**src/rtl/PKG_pwm.sv**
```systemverilog
// PKG_pwm: shared enums and width defaults for the PWM carrier
package PKG_pwm;
  localparam int CNT_W_DEF = 16;
  localparam int DIV_W_DEF = 4;
  localparam int EVT_W_DEF = 3;
  typedef enum logic [1:0] {COUNT_UP, COUNT_DOWN, COUNT_UPDOWN, COUNT_HOLD} _count_mode;
  typedef enum logic [1:0] {NO_MASK, MIN_MASK, MAX_MASK, MINMAX_MASK} _mask_mode;
  typedef enum logic {CARR_OFF, CARR_ON} _carr_onoff;
  typedef enum logic {CLKDIV_OFF, CLKDIV_ON} _clkdiv_onoff;
  typedef enum logic {INT_OFF, INT_ON} _int_onoff;
endpackage

```
**src/rtl/pwm_clkdiv.sv**
```systemverilog
// pwm_clkdiv: prescaler, tick every div_val+1 clocks while enabled, every clock otherwise
module pwm_clkdiv import PKG_pwm::*; #(
  parameter int DIV_W = DIV_W_DEF
) (
  input  logic             clk,
  input  logic             rst_n,
  input  logic             en,
  input  logic [DIV_W-1:0] div_val,
  output logic             tick
);
  logic [DIV_W-1:0] cnt;
  // >= lets a shrunken div_val wrap on the very next clock
  assign tick = !en || cnt >= div_val;
  always_ff @(posedge clk)
    if (!rst_n || tick) cnt <= '0;
    else cnt <= cnt + 1'b1;
endmodule

```
**src/rtl/pwm_carrier.sv**
```systemverilog
// pwm_carrier: shadowed up/down/up-down carrier counter with boundary events and interrupt divider
module pwm_carrier import PKG_pwm::*; #(
  parameter int CNT_W = CNT_W_DEF,
  parameter int DIV_W = DIV_W_DEF,
  parameter int EVT_W = EVT_W_DEF
) (
  input  logic             clk,
  input  logic             rst_n,
  input  logic             carr_on,
  input  logic             clkdiv_on,
  input  logic [DIV_W-1:0] div_val,
  input  logic [1:0]       count_mode,
  input  logic [1:0]       mask_mode,
  input  logic [CNT_W-1:0] period,
  input  logic [EVT_W-1:0] evt_num,
  input  logic             int_on,
  output logic [CNT_W-1:0] cnt_out,
  output logic             dir_down,
  output logic             min_evt,
  output logic             max_evt,
  output logic             upd_evt,
  output logic             int_out
);
  _count_mode       mode;
  _mask_mode        mask;
  logic [CNT_W-1:0] prd;
  logic [CNT_W-1:0] nxt;
  logic [EVT_W-1:0] evt_cnt;
  logic             run;
  logic             tick;
  logic             ud_dn;
  logic             ud_nxt;
  logic             step_dn;
  logic             live;
  logic             hit_min;
  logic             hit_max;
  logic             evt;
  assign run = carr_on == CARR_ON;
  assign dir_down = mode == COUNT_DOWN || (mode == COUNT_UPDOWN && ud_dn);
  pwm_clkdiv #(.DIV_W(DIV_W)) u_clkdiv (
    .clk,
    .rst_n,
    .en(run && clkdiv_on == CLKDIV_ON),
    .div_val,
    .tick
  );
  // step direction re-derived from the count so a mode switch into up-down never runs away
  always_comb begin
    step_dn = ud_dn ? cnt_out != '0 : cnt_out >= prd;
    nxt = mode == COUNT_UP ? (cnt_out >= prd ? '0 : cnt_out + 1'b1)
        : mode == COUNT_DOWN ? ((cnt_out == '0 || cnt_out > prd) ? prd : cnt_out - 1'b1)
        : mode == COUNT_UPDOWN ? (prd == '0 ? '0 : step_dn ? cnt_out - 1'b1 : cnt_out + 1'b1)
        : cnt_out;
    ud_nxt = mode == COUNT_UPDOWN ? prd != '0 && (nxt == prd || (nxt != '0 && step_dn)) : ud_dn;
    live = tick && mode != COUNT_HOLD;
    hit_min = live && nxt == '0;
    hit_max = live && nxt == prd;
    evt = (hit_min && (mask == NO_MASK || mask == MAX_MASK)) || (hit_max && (mask == NO_MASK || mask == MIN_MASK));
  end
  always_ff @(posedge clk)
    if (!rst_n) begin
      cnt_out <= '0;
      ud_dn <= 1'b0;
      prd <= '0;
      mode <= COUNT_UP;
      mask <= NO_MASK;
      evt_cnt <= '0;
      min_evt <= 1'b0;
      max_evt <= 1'b0;
      upd_evt <= 1'b0;
      int_out <= 1'b0;
    end else if (!run) begin
      prd <= period;
      mode <= _count_mode'(count_mode);
      mask <= _mask_mode'(mask_mode);
      cnt_out <= count_mode == COUNT_DOWN ? period : '0;
      ud_dn <= 1'b0;
      evt_cnt <= '0;
      min_evt <= 1'b0;
      max_evt <= 1'b0;
      upd_evt <= 1'b0;
      int_out <= 1'b0;
    end else begin
      if (tick) begin
        cnt_out <= nxt;
        ud_dn <= ud_nxt;
      end
      min_evt <= hit_min;
      max_evt <= hit_max;
      upd_evt <= evt;
      int_out <= evt && int_on == INT_ON && evt_cnt == evt_num;
      if (evt) begin
        evt_cnt <= evt_cnt == evt_num ? '0 : evt_cnt + 1'b1;
        prd <= period;
        mode <= _count_mode'(count_mode);
        mask <= _mask_mode'(mask_mode);
      end
    end
endmodule

```
**config.mk**
```make
export PLATFORM = sky130hd
export DESIGN_NAME = pwm_carrier
export DESIGN_NICKNAME = d
export VERILOG_FILES = /design/src/rtl/PKG_pwm.sv /design/src/rtl/pwm_clkdiv.sv /design/src/rtl/pwm_carrier.sv
export SDC_FILE = /design/constraint.sdc
export NUM_CORES = 1
export LEC_CHECK = 0
export ABC_AREA = 1
export CAP_MARGIN = 30
export CORE_ASPECT_RATIO = 2
export CORE_MARGIN = 2
export CORE_UTILIZATION = 55
export DETAILED_ROUTE_END_ITERATION = 7
export PLACE_DENSITY = 0.76
export SYNTH_ARGS = -nofsm -noshare
export SYNTH_HDL_FRONTEND = slang
export SYNTH_SLANG_ARGS = --single-unit
```
**constraint.sdc**
```tcl
create_clock -name clk -period 4.4 [get_ports clk]
set_input_delay 0.88 -clock clk [delete_from_list [all_inputs] [get_ports clk]]
set_output_delay 0.88 -clock clk [all_outputs]
set_load 0.02 [all_outputs]
```
==> results_dict.tcl, run 1 <==
set metrics [dict create \
    ir_worst_vdd_mv 0.230 \
    setup_viol 0 \
    mappedNetlistNets 857 \
    initial_core_util 0.571 \
    p_per_area_nw_per_um2 336 \
    io_pins 53 \
    yosysMostFrequentCell "nand2_1" \
    grt_pass1_wl_um 26800 \
    rsz0062_at_grt "false" \
    slew_viol_final 0 \
    syn_inst 800 \
    hold_path.class "reg -> reg" \
    synthTopCellsByArea "dfxtp_1, nand2_1, nand3_1" \
    clk_pin_slew_ns 0.07 \
    end_kind "flop" \
    drive_gt1_frac 0.105 \
    filler_cell_count 836 \
    skew_ns 0.00582 \
    die_w_um 71.0 \
    grt_pass1_vias 5385 \
    grt_antenna_before_repair 0 \
    cts_sinks 48 \
    synth_edf_count 0 \
    grt_overflow 0 \
    maxCapViolCount 0 \
    die_area_um2 9790 \
    max_freq_ghz 0.258 \
    cp_max_fo 20 \
    grt_use_total 0.352 \
    cts_setup_buffers 0 \
    diodes 0 \
    fin_crit_sh 0.882 \
    drt_iter0_drc 524 \
    syn_to_final_growth_pct 14.0 \
    crit_type "reg -> reg" \
    grt_max_degree 33 \
    async_reset_ff_frac 0 \
    synthesis.area_um2 4930 \
    timing.setup.tns_ns 0 \
    root_buffer "clkbuf_16" \
    max-slew-margin-rel 0.448 \
    yosys.area.top_type_share 0.195 \
    multi_input_area_um2 3330 \
    num-nets-final 897 \
    insertion_delay_ns 0.30 \
    yosysSeqAreaShare 0.195 \
    synth-seq-cells 48 \
    synth_top_area_cell "dfxtp_1" \
    hold_viol 0 \
    synth_ff_type "dfxtp_1" \
    coreArea_um2 8650 \
    regArea_um2 961 \
    synth.distinct_cells 39 \
    cts_buffers 5 \
    period_minus_slack_ns 3.88 \
    ys.warnings.count 0 \
    hpwl_um 13700 \
    cts_resized 0 \
    via_count 5614 \
    fp.dieH_um 138 \
    fin_util 0.651 \
    routed_wl_um 17100 \
    firstDrtPassIters 7 \
    netlist_top_cells_count "nand2_1, inv_1, nor2_1" \
    clockBufferDepth 2 \
    cp.arrival_ns 4.08 \
    wire_per_inst_um 18.2 \
    place_congestion 1.08 \
    status "finished clean" \
    cts_tree "built" \
    via_per_inst 5.97 \
    row_count 48 \
    required_ns 4.61 \
    holdBufCountCts 0 \
    io_buffers 52 \
    worst_pin_slew_ns 0.828 \
    syn-mean-instance-area_um2 6.17 \
    drtAntennaViolNets 0 \
    power.leakage_nw 2.75 \
    drc_errors 0 \
    ctsHtreeMaxLevel 2 \
    cp-start-kind "flop" \
]
metal layers:
| layer | GRT usage | wire length, µm | part of all wire | vias to the layer above |
|---|---|---|---|---|
| met5 | 0 | 0 | 0 | - |
| met4 | 0.214 | 1020 | 0.059 | 0 |
| met3 | 0.0400 | 1140 | 0.066 | 72 |
| met2 | 0.633 | 8760 | 0.51 | 323 |
| met1 | 0.390 | 6220 | 0.36 | 2544 |
| li1 | - | - | - | 2675 |
through the flow:
stage | setup slack (ns) | instances | power [mW] | hold slack [ns] | cell area (µm²)
floorplan | 1.32 | 800 | 1.20 | 0.430 | 4930
global placement | 0.677 | 933 | 1.43 | 0.445 | 5470
detailed placement | 0.568 | 933 | 1.45 | 0.468 | 5470
CTS | 0.558 | 941 | 1.87 | 0.484 | 5630
global route | 0.268 | 941 | 1.99 | 0.513 | 5630
finish | 0.521 | 941 | 1.89 | 0.476 | 5630
power by group:
group	leakage, nW	internal, mW	switching, mW
registers	0.395	0.466	0.0432
logic	2.28	0.316	0.638
clock network	0.0779	0.231	0.194
logic make-up (layout without fill, tap and decap cells):
| group | after synthesis | count (layout) | share of synthesized area |
|---|---|---|---|
| and+or+nand+nor | 470 | 470 | 0.466 |
| xor gates and xnor gates | 27 | 27 | 0.0479 |
| adders and majority gates | 25 | 25 | 0.0634 |
| AOI/OAI and AO/OA | 83 | 83 | 0.0979 |
| DFF | 48 | 48 | 0.195 |
| buffers and inverters | 147 | 188 | 0.130 |
registers in the layout, indices dropped and copies added, names as in the netlist:
register and count:
upd_evt 1, prd 16, evt_cnt 3, ud_dn 1
cnt_out 16, max_evt 1, int_out 1, u_clkdiv.cnt 4
mode 2, min_evt 1, mask 2
cells in the final DEF (no fill, tap or decap), drive strengths merged:
| cell type | instances |
|---|---|
| a21o | 1 |
| a21oi | 25 |
| buf | 14 |
| clkbuf | 6 |
| clkdlybuf4s50 | 52 |
| clkinv | 19 |
| dfxtp | 48 |
| ha | 25 |
| inv | 97 |
| nand2 | 226 |
| nand3 | 85 |
| nand3b | 2 |
| nand4 | 41 |
| nor2 | 100 |
| nor3 | 9 |
| nor3b | 1 |
| nor4 | 5 |
| o211ai | 16 |
| o21ai | 29 |
| o21bai | 1 |
| o22ai | 11 |
| or2 | 1 |
| xnor2 | 5 |
| xor2 | 22 |
area by class of cell:
class / count / area share
Clock buffer: 6 / 0.0247
Inverter: 114 / 0.0761
Multi-Input combinational cell: 605 / 0.592
Tap cell: 100 / 0.0222
Clock inverter: 2 / 0.00311
Sequential cell: 48 / 0.171
Timing Repair Buffer: 66 / 0.111
worst paths after layout:
| check | slack, ns | depth (start not counted) | to | startpoint |
|---|---|---|---|---|
| setup reg to reg | 0.52 | 25 | prd[0] | cnt_out[10] |
| hold / removal | 0.48 | 1 | u_clkdiv.cnt[0] | u_clkdiv.cnt[0] |
| hold reg to reg | 0.48 | 1 | u_clkdiv.cnt[0] | u_clkdiv.cnt[0] |
| setup / recovery | 0.52 | 25 | prd[0] | cnt_out[10] |
worst max-delay path: stages (launching register included):
cell and delay [ns]:
dfxtp_1 0.60, ha_1 0.31, nand2_1 0.08, inv_2 0.04, nand2_1 0.05, nand2_1 0.07
a21oi_2 0.37, nand2_1 0.17, nand2_4 0.16, nand2_4 0.15, inv_1 0.21, nand2_1 0.08
nand3_1 0.08, nand2_1 0.05, inv_1 0.06, nand2_1 0.10, nand2_1 0.08, nand2_1 0.05
nor2_1 0.08, nand2_1 0.09, nor2_2 0.21, nand4_4 0.12, nand3_2 0.32, nand2_1 0.12
clkinv_1 0.08, nor2_2 0.04
Power figures use the tool's default switching activity.
==> inputs of run 2 (changes only) <==
- PLACE_DENSITY: 0.76 -> 0.87
- TNS_END_PERCENT: unset -> 30
==> results_dict.tcl, run 2 (synthesis results as in run 1) <==
set metrics [dict create \
    hpwl_um 12700 \
    drtAntennaViolNets 0 \
    grt_pass1_wl_um 25400 \
    p_int_mw 1.05 \
    seq_power_share 0.266 \
    critPathLaunch "prd[11]" \
    end_kind "flop" \
    timing.setup.tns_ns 0 \
    worst_pin_slew_ns 0.917 \
    fp.dieH_um 138 \
    crit_type "reg -> reg" \
    design_area_um2 5640 \
    drc_errors 0 \
    ir_worst_vdd_mv 0.336 \
    grt_overflow 0 \
    initial_core_util 0.571 \
    die_w_um 71.0 \
    insertion_delay_ns 0.30 \
    via_per_inst 6.04 \
    root_buffer "clkbuf_16" \
    rsz0062_at_grt "false" \
    cp_max_fo 20 \
    combPwrFrac 0.498 \
    die_area_um2 9790 \
    cts_setup_buffers 0 \
    setup_viol 0 \
    fin_crit_sh 0.870 \
    power.leakage_nw 2.75 \
    p_sw_mw 0.856 \
    min_from "u_clkdiv.cnt[0]" \
    cp-start-kind "flop" \
    reg_top3 "cnt_out x16, prd x16, u_clkdiv.cnt x4" \
    holdBufCountCts 0 \
    drive_gt1_frac 0.105 \
    cp.arrival_ns 4.02 \
    reg2reg_from "prd[11]" \
    cts_resized 0 \
    slew_viol_final 0 \
    num-nets-final 897 \
    max_freq_ghz 0.261 \
    fin_util 0.652 \
    place_congestion 1.01 \
    diodes 0 \
    slowest_stage "dfxtp_1" \
    clk_pin_slew_ns 0.07 \
    maxCapViolCount 0 \
    p_per_area_nw_per_um2 338 \
    wire_per_inst_um 17.3 \
    hold_viol 0 \
    cpMostUsedCell "nand2_1" \
    row_count 48 \
    cts_buffers 5 \
    required_ns 4.59 \
    syn_to_final_growth_pct 14.2 \
    hold_path.class "reg -> reg" \
    period_minus_slack_ns 3.83 \
    clockBufferDepth 2 \
    max_stage_delay_ns 0.36 \
    grt_pass1_vias 5341 \
    io_buffers 52 \
    layout_common_cells "nand2_1, inv_1, nor2_1" \
    coreArea_um2 8650 \
    max-slew-margin-rel 0.388 \
    multi_input_area_um2 3330 \
    grt_use_total 0.331 \
    r2r_slack_ns 0.57 \
    drt_iter0_drc 578 \
    clock_power_share 0.236 \
    grt_antenna_before_repair 0 \
    status "finished clean" \
    cts_tree "built" \
    ctsHtreeMaxLevel 2 \
    crit_family "simple AND/OR/NAND/NOR gates" \
    routed_wl_um 16300 \
    power_switching_share 0.449 \
    final_common_cell "nand2_1" \
    io_pins 53 \
    grt_max_degree 33 \
    regArea_um2 961 \
    cts_sinks 48 \
    cp_num_buf_inv 5 \
    firstDrtPassIters 6 \
    via_count 5685 \
    placed_area_um2 5470 \
    filler_cell_count 815 \
    skew_ns 0.0108 \
]
-- run 2: changes by cell type in the layout (fill, tap and decap cells not counted) --
cell	previous run	this run
bufinv_16	0	1
clkbuf_8	1	0
clkinv_2	0	1
clkinvlp_4	0	1
inv_6	2	0
-- run 2: worst paths after layout --
path                                        end  cells past startpoint
worst max register to register           prd[5]                     26
worst min register to register  u_clkdiv.cnt[0]                      1
worst min-delay path            u_clkdiv.cnt[0]                      1
worst max-delay path                     prd[5]                     26
-- run 2: worst reg2reg max path: cells and delay by family, from the launching register on --
family          cells  cell delay [ns]
simple gates       19             2.22
buf+inv             5             0.52
flops               1             0.36
compound gates      1             0.33
fa+ha+maj           1             0.31
-- run 2: final cells by class --
| type | instances | area share |
|---|---|---|
| Multi-Input combinational cell | 605 | 0.591 |
| Tap cell | 100 | 0.0222 |
| Clock buffer | 5 | 0.0222 |
| Inverter | 114 | 0.0759 |
| Timing Repair Buffer | 66 | 0.111 |
| Clock inverter | 3 | 0.00755 |
| Sequential cell | 48 | 0.170 |
-- run 2: through the flow --
| stage | cells | setup slack (ns) | power (mW) | hold slack (ns) |
|---|---|---|---|---|
| 2_1_floorplan | 800 | 1.32 | 1.20 | 0.430 |
| 3_3_place_gp | 933 | 0.770 | 1.42 | 0.456 |
| 3_5_place_dp | 933 | 0.688 | 1.43 | 0.463 |
| 4_1_cts | 941 | 0.642 | 1.88 | 0.481 |
| 5_1_grt | 941 | 0.251 | 2.02 | 0.499 |
| 6_report | 941 | 0.572 | 1.91 | 0.472 |
-- run 2: metal layers --
metal / wire length (µm) / share of wire / global-route usage
met1: 5630 / 0.35 / 0.338
met2: 8000 / 0.49 / 0.578
met3: 1160 / 0.071 / 0.0501
met4: 1490 / 0.091 / 0.280
met5: 0 / 0 / 0
-- run 2: power groups by stage --
stage	logic [mW]	registers [mW]	clock network, mW
4_1_cts	0.922	0.505	0.451
2_1_floorplan	0.678	0.518	0
5_1_grt	1.04	0.509	0.468
6_report	0.949	0.507	0.450
3_5_place_dp	0.913	0.515	0
3_3_place_gp	0.903	0.514	0
